--- config.mk ---
export PLATFORM = sky130hd
export DESIGN_NAME = mips_ctrl_pipe
export DESIGN_NICKNAME = d
export VERILOG_FILES = /design/src/rtl/mips_ctrl_pkg.sv /design/src/rtl/mips_main_decoder.sv /design/src/rtl/mips_ctrl_pipe.sv
export SDC_FILE = /design/constraint.sdc
export NUM_CORES = 1
export LEC_CHECK = 0
export BUFFER_PORTS_ARGS = -buffer_cell sky130_fd_sc_hd__buf_2
export CAP_MARGIN = 25
export CELL_PAD_IN_SITES_DETAIL_PLACEMENT = 1
export CELL_PAD_IN_SITES_GLOBAL_PLACEMENT = 1
export CORE_MARGIN = 2
export CORE_UTILIZATION = 25
export CTS_BUF_LIST = sky130_fd_sc_hd__clkbuf_8
export DETAILED_ROUTE_END_ITERATION = 16
export PLACE_DENSITY = 0.56
export SYNTH_ARGS = -nofsm -noshare
export SYNTH_HDL_FRONTEND = slang
export SYNTH_SLANG_ARGS = --single-unit
--- constraint.sdc ---
create_clock -name clk -period 2.3 [get_ports clk]
set_clock_uncertainty 0.2 [all_clocks]
set_input_delay 0.345 -clock clk [delete_from_list [all_inputs] [get_ports clk]]
set_output_delay 0.345 -clock clk [all_outputs]
set_load 0.02 [all_outputs]
--- src/rtl/mips_ctrl_pkg.sv ---
// Shared opcode constants, ALUOp encodings and control-bundle types for the
// pipelined MIPS main control unit.
package mips_ctrl_pkg;

    localparam int unsigned OPC_W = 6;
    localparam int unsigned ALU_W = 2;
    localparam int unsigned REG_W = 5;

    localparam logic [OPC_W-1:0] OP_RTYPE = 6'b000000;
    localparam logic [OPC_W-1:0] OP_LW    = 6'b100011;
    localparam logic [OPC_W-1:0] OP_SW    = 6'b101011;
    localparam logic [OPC_W-1:0] OP_BEQ   = 6'b000100;
    localparam logic [OPC_W-1:0] OP_ADDI  = 6'b001000;
    localparam logic [OPC_W-1:0] OP_J     = 6'b000010;

    localparam logic [ALU_W-1:0] ALU_ADD   = 2'b00;
    localparam logic [ALU_W-1:0] ALU_SUB   = 2'b01;
    localparam logic [ALU_W-1:0] ALU_FUNCT = 2'b10;

    typedef struct packed {
        logic             regdst;
        logic [ALU_W-1:0] aluop;
        logic             alusrc;
    } ex_ctrl_t;

    typedef struct packed {
        logic branch;
        logic memread;
        logic memwrite;
    } m_ctrl_t;

    typedef struct packed {
        logic regwrite;
        logic memtoreg;
    } wb_ctrl_t;

    localparam int unsigned EX_W = $bits(ex_ctrl_t);
    localparam int unsigned M_W  = $bits(m_ctrl_t);
    localparam int unsigned WB_W = $bits(wb_ctrl_t);

    localparam ex_ctrl_t EX_ZERO = '0;
    localparam m_ctrl_t  M_ZERO  = '0;
    localparam wb_ctrl_t WB_ZERO = '0;

endpackage

--- src/rtl/mips_main_decoder.sv ---
// Combinational main decoder: ID opcode to EX/M/WB control bundles plus
// jump, illegal-opcode and rt-is-a-source flags.
module mips_main_decoder
    import mips_ctrl_pkg::*;
(
    input  logic             i_valid,
    input  logic [OPC_W-1:0] i_op,
    output logic [EX_W-1:0]  o_ex,
    output logic [M_W-1:0]   o_m,
    output logic [WB_W-1:0]  o_wb,
    output logic             o_jump,
    output logic             o_illegal,
    output logic             o_uses_rt
);

    ex_ctrl_t w_ex;
    m_ctrl_t  w_m;
    wb_ctrl_t w_wb;

    always_comb begin
        w_ex      = EX_ZERO;
        w_m       = M_ZERO;
        w_wb      = WB_ZERO;
        o_jump    = 1'b0;
        o_illegal = 1'b0;
        o_uses_rt = 1'b0;
        if (i_valid) begin
            case (i_op)
                OP_RTYPE: begin
                    w_ex      = '{regdst: 1'b1, aluop: ALU_FUNCT, alusrc: 1'b0};
                    w_wb      = '{regwrite: 1'b1, memtoreg: 1'b0};
                    o_uses_rt = 1'b1;
                end
                OP_LW: begin
                    w_ex = '{regdst: 1'b0, aluop: ALU_ADD, alusrc: 1'b1};
                    w_m  = '{branch: 1'b0, memread: 1'b1, memwrite: 1'b0};
                    w_wb = '{regwrite: 1'b1, memtoreg: 1'b1};
                end
                OP_SW: begin
                    w_ex      = '{regdst: 1'b0, aluop: ALU_ADD, alusrc: 1'b1};
                    w_m       = '{branch: 1'b0, memread: 1'b0, memwrite: 1'b1};
                    o_uses_rt = 1'b1;
                end
                OP_BEQ: begin
                    w_ex      = '{regdst: 1'b0, aluop: ALU_SUB, alusrc: 1'b0};
                    w_m       = '{branch: 1'b1, memread: 1'b0, memwrite: 1'b0};
                    o_uses_rt = 1'b1;
                end
                OP_ADDI: begin
                    w_ex = '{regdst: 1'b0, aluop: ALU_ADD, alusrc: 1'b1};
                    w_wb = '{regwrite: 1'b1, memtoreg: 1'b0};
                end
                OP_J:    o_jump    = 1'b1;
                default: o_illegal = 1'b1;
            endcase
        end
    end

    assign o_ex = w_ex;
    assign o_m  = w_m;
    assign o_wb = w_wb;

endmodule

--- src/rtl/mips_ctrl_pipe.sv ---
// Pipelined main control: decodes in ID and carries control bundles through
// ID/EX, EX/MEM and MEM/WB with load-use bubbles, external freeze and flush.
module mips_ctrl_pipe
    import mips_ctrl_pkg::*;
#(
    parameter int unsigned OP_W      = 6,
    parameter int unsigned ALUOP_W   = 2,
    parameter int unsigned RADDR_W   = 5,
    parameter int unsigned HAZARD_EN = 1
) (
    input  logic               clk,
    input  logic               rst,
    input  logic               id_valid,
    input  logic [OP_W-1:0]    id_op,
    input  logic [RADDR_W-1:0] id_rs,
    input  logic [RADDR_W-1:0] id_rt,
    input  logic               stall_ext,
    input  logic               flush,
    output logic               id_jump,
    output logic               hazard_stall,
    output logic               ex_regdst,
    output logic               ex_alusrc,
    output logic [ALUOP_W-1:0] ex_aluop,
    output logic [RADDR_W-1:0] ex_rt,
    output logic               ex_illegal,
    output logic               mem_branch,
    output logic               mem_memread,
    output logic               mem_memwrite,
    output logic               wb_regwrite,
    output logic               wb_memtoreg
);

    ex_ctrl_t w_id_ex;
    m_ctrl_t  w_id_m;
    wb_ctrl_t w_id_wb;
    logic     w_id_illegal;
    logic     w_uses_rt;
    logic     w_hazard;

    ex_ctrl_t           r_ex_ex;
    m_ctrl_t            r_ex_m;
    wb_ctrl_t           r_ex_wb;
    logic [RADDR_W-1:0] r_ex_rt;
    logic               r_ex_illegal;
    m_ctrl_t            r_mem_m;
    wb_ctrl_t           r_mem_wb;
    wb_ctrl_t           r_wb_wb;

    mips_main_decoder u_decoder (
        .i_valid   (id_valid),
        .i_op      (id_op),
        .o_ex      (w_id_ex),
        .o_m       (w_id_m),
        .o_wb      (w_id_wb),
        .o_jump    (id_jump),
        .o_illegal (w_id_illegal),
        .o_uses_rt (w_uses_rt)
    );

    // Load in EX whose destination feeds the instruction currently in ID.
    assign w_hazard = (HAZARD_EN != 0) && id_valid && r_ex_m.memread && (r_ex_rt != '0) &&
                      ((r_ex_rt == id_rs) || (w_uses_rt && (r_ex_rt == id_rt)));
    assign hazard_stall = w_hazard && !flush && !stall_ext;

    always_ff @(posedge clk) begin
        if (rst) begin
            r_ex_ex      <= EX_ZERO;
            r_ex_m       <= M_ZERO;
            r_ex_wb      <= WB_ZERO;
            r_ex_rt      <= '0;
            r_ex_illegal <= 1'b0;
            r_mem_m      <= M_ZERO;
            r_mem_wb     <= WB_ZERO;
            r_wb_wb      <= WB_ZERO;
        end else if (!stall_ext) begin
            r_wb_wb <= r_mem_wb;
            if (flush) begin
                r_mem_m  <= M_ZERO;
                r_mem_wb <= WB_ZERO;
            end else begin
                r_mem_m  <= r_ex_m;
                r_mem_wb <= r_ex_wb;
            end
            if (flush || hazard_stall) begin
                r_ex_ex      <= EX_ZERO;
                r_ex_m       <= M_ZERO;
                r_ex_wb      <= WB_ZERO;
                r_ex_rt      <= '0;
                r_ex_illegal <= 1'b0;
            end else begin
                r_ex_ex      <= w_id_ex;
                r_ex_m       <= w_id_m;
                r_ex_wb      <= w_id_wb;
                r_ex_rt      <= id_valid ? id_rt : '0;
                r_ex_illegal <= w_id_illegal;
            end
        end
    end

    assign ex_regdst    = r_ex_ex.regdst;
    assign ex_alusrc    = r_ex_ex.alusrc;
    assign ex_aluop     = r_ex_ex.aluop;
    assign ex_rt        = r_ex_rt;
    assign ex_illegal   = r_ex_illegal;
    assign mem_branch   = r_mem_m.branch;
    assign mem_memread  = r_mem_m.memread;
    assign mem_memwrite = r_mem_m.memwrite;
    assign wb_regwrite  = r_wb_wb.regwrite;
    assign wb_memtoreg  = r_wb_wb.memtoreg;

endmodule

# Yosys cells after proc, flatten, opt, wreduce, memory -nomap -nowiden
# Index checks and enable logic that the tools add are counted.
[word_totals] elab_cells=60 inputBits=21 output_inout_bits=17 ff_bits=22
[op_classes] mux=20 n_reduce_logical=16 eq_ne=7
[ops] operator="$eq 6x6->1 const B" count=2
[ops] operator="$pmux 4 s3" count=1
[ops] operator="$eq 5x5->1" count=2
[ops] operator="$mux 5" count=2
[ops] operator="$mux 3" count=3
[ops] operator="$pmux 3 s3" count=1
[ops] operator="$mux 4" count=2
[ops] operator="$mux 1" count=7
[ops] operator="$eq 6x2->1 const B" count=1
[ops] operator="$eq 6x3->1 const B" count=1
[ops] operator="$eq 6x4->1 const B" count=1
[ops] operator="$logic_and 1x1->1" count=6
[ops] operator="$logic_not 6->1" count=1
[ops] operator="$mux 2" count=3
[ops] operator="$reduce_or 3->1" count=2
[ops] operator="$reduce_or 6->1" count=1
[ops] operator="$reduce_bool 5->1" count=1
[ops] operator="$pmux 2 s2" count=1
[ops] operator="$logic_not 1->1" count=2
[ops] operator="$logic_or 1x1->1" count=2
[ops] operator="$reduce_or 2->1" count=1

# Depth between registers and ports, before layout
# Gate-level depths: netlist (run 1).
[logic_depth] word_depth=11 depth_mapped=6 depth_no_buf=5

# By module
# From an unflattened synthesis (run 1), not the netlist that was laid out.
[unflattened] cells_unflattened=138 area_unflattened_um2=1306.3
[by_module_without_submodules] mod="mips_ctrl_pipe" cells_per_inst=114 seq_area_each_um2=440.4 area_per_inst_um2=1159.9 instances=1
[by_module_without_submodules] mod="mips_main_decoder" cells_per_inst=24 seq_area_each_um2=0.0 area_per_inst_um2=146.4 instances=1

# Least setup slack after synthesis (run 1)
# Ideal clock, no wire load.
[synth_path] path_type="reg-to-output" start="register r_ex_rt[3] (netlist: ex_rt[3])" end="output port hazard_stall" path_buffers=0 stages_incl_launch_ff=6 arrival_ps=1603 slack_ps=152 cell_sequence="dfxtp_1 or4_4 o21ai_2 and4b_4 nor2_1 inv_1"
[synth_via] elab_chain_cells=6 elab_cells_between_ends=9 classes_between="eq/ne (2); reduce/logical (7)"
[synth_lines] element="from (decl)" line_no="mips_ctrl_pipe.sv:43" text="logic [RADDR_W-1:0] r_ex_rt;"
[synth_lines] element="from (signal assigned)" line_no="mips_ctrl_pipe.sv:94" text="r_ex_rt <= id_valid ? id_rt : '0;"
[synth_lines] element="$eq 5x5->1" line_no="mips_ctrl_pipe.sv:62" text="((r_ex_rt == id_rs) || (w_uses_rt && (r_ex_rt == id_rt)));"
[synth_lines] element="$logic_and 1x1->1" line_no="mips_ctrl_pipe.sv:62"
[synth_lines] element="$logic_or 1x1->1" line_no="mips_ctrl_pipe.sv:62"
[synth_lines] element="$logic_and 1x1->1 (*)" line_no="mips_ctrl_pipe.sv:61" text="assign w_hazard = (HAZARD_EN != 0) && id_valid && r_ex_m.memread && (r_ex_rt != '0) &&"
[synth_lines] element="$logic_and 1x1->1 (*) (2 in a row)" line_no="mips_ctrl_pipe.sv:63" text="assign hazard_stall = w_hazard && !flush && !stall_ext;"
[synth_lines] element="to (decl)" line_no="mips_ctrl_pipe.sv:20" text="output logic hazard_stall,"
# Mark *: on every way between the ends. The rest lies on a longest branch, timed or not.

# Worst setup path after layout (run 1)
# Same ends and word-level chain as after synthesis.

==> results of run 1 <==
==> critical path: cells and delay by family, from the launching register on <==
kind	cells	cell delay [ns]
AND/OR/NAND/NOR	3	0.71
buffers and inverters	3	0.34
AO/OA/AOI/OAI	1	0.15
flip-flops	1	0.33
==> per-stage QoR <==
step | setup slack [ns] | utilization | std cells | hold WS, ns
6_report | -0.0306 | 0.353 | 186 | 0.117
5_1_grt | -0.100 | 0.353 | 186 | 0.109
4_1_cts | -0.0447 | 0.351 | 186 | 0.117
3_5_place_dp | 0.166 | 0.335 | 182 | 0.258
3_3_place_gp | 0.183 | 0.335 | 182 | 0.254
2_1_floorplan | 0.152 | - | 94 | 0.234
==> logic make-up (layout without fill, tap and decap cells) <==
family	count (synthesis)	after routing
buf+inv	6	50
xor+xnor	10	10
flops	19	19
mux	2	2
simple gates	35	35
fa+ha+maj	1	1
compound gates	21	21
==> cells in the final DEF, fill, tap and decap left out, types with 2 or more instances in the layout <==
| cell | Yosys | final |
|---|---|---|
| dfxtp_1 | 19 | 18 |
| a32o_1 | 4 | 4 |
| xor2_1 | 7 | 7 |
| nor4b_1 | 2 | 2 |
| nand3_1 | 2 | 2 |
| nand2_1 | 2 | 2 |
| xnor2_1 | 3 | 3 |
| buf_2 | 0 | 37 |
| nor3b_1 | 5 | 5 |
| a21oi_1 | 4 | 4 |
| buf_4 | 1 | 8 |
| nand2b_1 | 2 | 2 |
| a22o_1 | 7 | 7 |
| nor3_1 | 2 | 2 |
| nor2_1 | 9 | 8 |
| mux2i_1 | 2 | 2 |
| clkbuf_8 | 0 | 3 |
==> report_power, final <==
group          switching [mW]  leakage, nW  internal, mW
Clock                   0.122       0.0217         0.122
Combinational          0.0473        0.414        0.0375
Sequential            0.00256        0.154         0.332
==> area by class of cell <==
| cell class | instances | area (um^2) |
|---|---|---|
| flip-flops and latches | 19 | 382 |
| repair buffers | 45 | 245 |
| clock buffers | 3 | 41.3 |
| inverters | 1 | 3.75 |
| fillers | 429 | 2330 |
| clock inverters | 1 | 7.51 |
| well taps | 48 | 60.1 |
| multi-input cells | 69 | 533 |
==> repair_timing <==
action	4_1_cts	5_1_grt
setup buffers	0	0
resized for setup	2	2
gates cloned	0	0
setup endpoints to repair	1	1
hold buffers	0	0
==> per-layer routing <==
layer,vias up,part of all wire,track usage
met1,416,0.48,0.169
li1,440,-,-
met5,-,0,0
met2,26,0.46,0.207
met4,0,0.0031,0.0319
met3,2,0.054,0.0243
==> sequential cells by signal, summed over array words and instances, names as in the netlist <==
register      flops
r_ex_m            3
mem_branch        1
mem_memread       1
wb_regwrite       1
ex_aluop          1
r_ex_wb           1
ex_regdst         1
wb_memtoreg       1
ex_rt             5
mem_memwrite      1
ex_illegal        1
r_mem_wb          1
ex_alusrc         1
==> path summary, 6_finish.rpt <==
| path | startpoint | endpoint | slack, ns | cells past startpoint |
|---|---|---|---|---|
| max | ex_rt[3]$_SDFFE_PP0N_ | hazard_stall | -0.03 | 7 |
| min | id_rt[2] | ex_rt[2]$_SDFFE_PP0N_ | 0.12 | 2 |
| max reg2reg | ex_rt[3]$_SDFFE_PP0N_ | ex_regdst$_SDFFE_PP0N_ | 0.24 | 6 |
| min reg2reg | ex_alusrc$_SDFFE_PP0N_ | ex_alusrc$_SDFFE_PP0N_ | 0.27 | 1 |
==> impl_metrics.yaml, run 1 <==
clock_network:
  cts_tree: "yes"
  cts_root_buffer: "clkbuf_8"
  clockBufferDepth: 2
  htreeDepth: 1
  clk_pin_slew_ns: 0.08
  clkLatencyLatePin_ns: 0.26
  cts_sinks: 19
  cts_buffers: 3
yosys:
  yosysMostFrequentCell: "dfxtp_1"
  synthTopCellsByCount: "dfxtp_1, nor2_1, a22o_1, xor2_1, nor3b_1"
  netlist.area_leader.share: 0.411
  synth_xor_xnor_area_share: 0.0946
  synth_fa_ha_area_frac: 0.0108
  ys_seq_area_frac: 0.411
  ys_types: 34
  yosys_warnings: 0
  synthMuxAreaShare: 0.0216
  syn_inst: 94
  yosys.area.top_type: "dfxtp_1"
  synth_compound_area_frac: 0.184
  async_flop_share: 0
  synthTopCellsByArea: "dfxtp_1, a22o_1, xor2_1"
  synth-main-ff-cell: "dfxtp_1"
  syn_area_um2: 926
  ys_seq_elements: 19
  synthSimpleGateAreaFrac: 0.250
  syn-num-nets: 115
  syn_avg_cell_area_um2: 9.85
  synth_top_family_by_area: "simple AND/OR/NAND/NOR gates"
  synth_edf_count: 0
timing:
  rsz0062_at_grt: "true"
  max_freq_mhz: 429
  relSlewSlack: 0.361
  final.setup.tns_ns: -0.0306
  final_hold_viol_count: 0
  final.min_clock_period_ns: 2.33
  setup_viol: 1
  tightest_slew_ns: 0.956
  drv_slew: 0
  period_share: 1.01
  setup_ws_ns: -0.0306
die:
  initial_utilization: 0.257
  boundaryPins: 38
  die_y_um: 64.9
  fp.coreArea_um2: 3610
  die_area_um2: 4210
  die_x_um: 64.9
  rows: 22
power_and_ir_drop:
  p_leak_nw: 0.589
  ir_worst_vdd_mv: 0.141
  power_mw: 0.663
  powerDensity_nw_per_um2: 521
setup_path:
  start_kind: "flop"
  cp.required_ns: 1.75
  max_stage_delay_ns: 0.53
  crit_chain: "or4_4 -> o21ai_2 -> nor4_1 -> buf_4 -> nor2_4 -> inv_1 -> buf_2"
  path_max_fanout: 2
  crit_path_top_delay_cell: "or4_4"
  crit_path_end_kind: "output pin"
  arrival_ns: 1.79
  critPathKind: "flop to output pin"
grt:
  grt_max_degree: 14
  grt_pass1_vias: 903
  antenna_found_initial: 0
  gr-total-overflow: 0
  grt_pass1_wl_mm: 4.14
  track_usage: 0.126
place:
  placed_area_um2: 1210
  io_buffers: 37
  hpwl_mm: 2.07
  finalWeightedCongestion: 0.787
routing:
  drcViolationCount: 0
  dr.pass1.iters: 4
  wl_mm: 2.58
  num_vias: 884
  drt_iter0_markers: 25
  via_per_inst: 4.75
  avgRoutedWirePerCell_um: 13.9
  drtAntennaViolNets: 0
hold_path:
  hp-class: "primary input to flop"
cells_and_area:
  fin_area_um2: 1270
  diodes: 0
  drive_gt1_frac: 0.420
  fin_nets: 160
  area_delta_synth_final_pct: 37.4
run_status:
  violations: "setup timing"
  outcome: "finished, violations left"
job:
  maxCapViolations: 0
Note: power is estimated with default switching activity, not from simulation.
==> run 2, diff against run 1 <==
--- a/config.mk
+++ b/config.mk
@@ -7,13 +7,14 @@
 export LEC_CHECK = 0
 export BUFFER_PORTS_ARGS = -buffer_cell sky130_fd_sc_hd__buf_2
 export CAP_MARGIN = 25
-export CELL_PAD_IN_SITES_DETAIL_PLACEMENT = 1
+export CELL_PAD_IN_SITES_DETAIL_PLACEMENT = 0
 export CELL_PAD_IN_SITES_GLOBAL_PLACEMENT = 1
 export CORE_MARGIN = 2
 export CORE_UTILIZATION = 25
 export CTS_BUF_LIST = sky130_fd_sc_hd__clkbuf_8
 export DETAILED_ROUTE_END_ITERATION = 16
 export PLACE_DENSITY = 0.56
+export SKIP_CTS_REPAIR_TIMING = 1
 export SYNTH_ARGS = -nofsm -noshare
 export SYNTH_HDL_FRONTEND = slang
 export SYNTH_SLANG_ARGS = --single-unit
==> impl_metrics.yaml, run 2 (same netlist as run 1, synthesis figures left out) <==
setup_path:
  start_kind: "flop"
  crit_path_end_kind: "output pin"
  arrival_ns: 1.80
  critPathKind: "flop to output pin"
  crit_chain: "or4_4 -> o21ai_2 -> and4b_4 -> nor2_4 -> inv_2 -> buf_6"
  crit_path_top_delay_cell: "or4_4"
  path_max_fanout: 2
  max_stage_delay_ns: 0.52
  cp.required_ns: 1.75
routing:
  via_per_inst: 4.78
  num_vias: 893
  avgRoutedWirePerCell_um: 12.7
  drtAntennaViolNets: 0
  dr.pass1.iters: 4
  wl_mm: 2.38
  drcViolationCount: 0
  drt_iter0_markers: 34
timing:
  tightest_slew_ns: 0.954
  drv_slew: 0
  rsz0062_at_grt: "true"
  relSlewSlack: 0.363
  setup_ws_ns: -0.0448
  final.setup.tns_ns: -0.0448
  setup_viol: 1
  max_freq_mhz: 426
  final_hold_viol_count: 0
  final.min_clock_period_ns: 2.34
  period_share: 1.02
die:
  boundaryPins: 38
  die_area_um2: 4210
  initial_utilization: 0.257
  die_y_um: 64.9
  die_x_um: 64.9
  rows: 22
  fp.coreArea_um2: 3610
clock_network:
  clkLatencyLatePin_ns: 0.26
  cts_sinks: 19
  cts_tree: "yes"
  clockBufferDepth: 2
  clk_pin_slew_ns: 0.08
  cts_root_buffer: "clkbuf_8"
  cts_buffers: 3
  htreeDepth: 1
grt:
  grt_pass1_vias: 861
  track_usage: 0.122
  grt_pass1_wl_mm: 4.00
  gr-total-overflow: 0
  grt_max_degree: 14
  antenna_found_initial: 0
cells_and_area:
  diodes: 0
  fin_nets: 161
  largest_reg_flops: 5
  fin_util: 0.357
  area_delta_synth_final_pct: 38.9
  mostFrequentLayoutCell: "buf_2"
  mostFrequentLayoutCells: "buf_2, dfxtp_1, buf_4"
  drive_gt1_frac: 0.432
place:
  finalWeightedCongestion: 0.787
  hpwl_mm: 1.89
  io_buffers: 37
power_and_ir_drop:
  p_leak_nw: 0.591
  ir_worst_vdd_mv: 0.212
  powerDensity_nw_per_um2: 515
job:
  maxCapViolations: 0
hold_path:
  hp-class: "primary input to flop"
run_status:
  violations: "setup timing"
  outcome: "finished, violations left"
==> run 2: cell types whose count changed in the layout (fill, tap and decap cells not counted), sizes merged <==
| cell | change |
|---|---|
| buf | +1 |
==> run 2: power breakdown <==
group          internal, mW  leakage [nW]  total (mW)  switching, mW
registers             0.332         0.154       0.334        0.00249
clock network         0.122        0.0217       0.244          0.122
logic                0.0375         0.416      0.0839         0.0464
==> run 2: routing by layer <==
metal	track usage	wire length (um)	vias up	share of wire
li1	-	-	441	-
met1	0.160	1140	418	0.48
met2	0.202	1060	32	0.44
met3	0.0313	175	2	0.073
met4	0.0239	8	0	0.0034
met5	0	0	-	0
==> run 2: path summary, 6_finish.rpt <==
kind | from | slack, ns | to | cells past startpoint
setup reg to reg | ex_rt[3]$_SDFFE_PP0N_ | 0.23 | r_ex_m[0]$_SDFFE_PP0N_ | 8
hold reg to reg | ex_alusrc$_SDFFE_PP0N_ | 0.27 | ex_alusrc$_SDFFE_PP0N_ | 1
hold / removal | id_rt[2] | 0.12 | ex_rt[2]$_SDFFE_PP0N_ | 2
setup / recovery | ex_rt[3]$_SDFFE_PP0N_ | -0.04 | hazard_stall | 6
==> run 2: per-stage QoR <==
| stage | setup WS [ns] | hold slack (ns) | power (mW) | instance area [um^2] | instances |
|---|---|---|---|---|---|
| 3_3_place_gp | 0.183 | 0.254 | 0.425 | 1210 | 182 |
| 5_1_grt | -0.122 | 0.111 | 0.699 | 1290 | 187 |
| 4_1_cts | -0.0885 | 0.109 | 0.675 | 1260 | 186 |
| 6_report | -0.0448 | 0.115 | 0.662 | 1290 | 187 |
| 3_5_place_dp | 0.186 | 0.263 | 0.425 | 1210 | 182 |
| 2_1_floorplan | 0.152 | 0.234 | 0.384 | 926 | 94 |
==> run 2: area by class of cell <==
class	instances	area, um^2
fillers	401	2320
multi-input cells	69	533
flip-flops and latches	19	382
repair buffers	46	259
well taps	48	60.1
clock buffers	3	41.3
clock inverters	1	7.51
inverters	1	3.75
==> run 2: worst max-delay path, delay by kind of cell (launching register included) <==
family / cells / cell delay [ns]
AO/OA/AOI/OAI: 1 / 0.17
buffers and inverters: 2 / 0.16
flip-flops: 1 / 0.33
AND/OR/NAND/NOR: 3 / 0.88
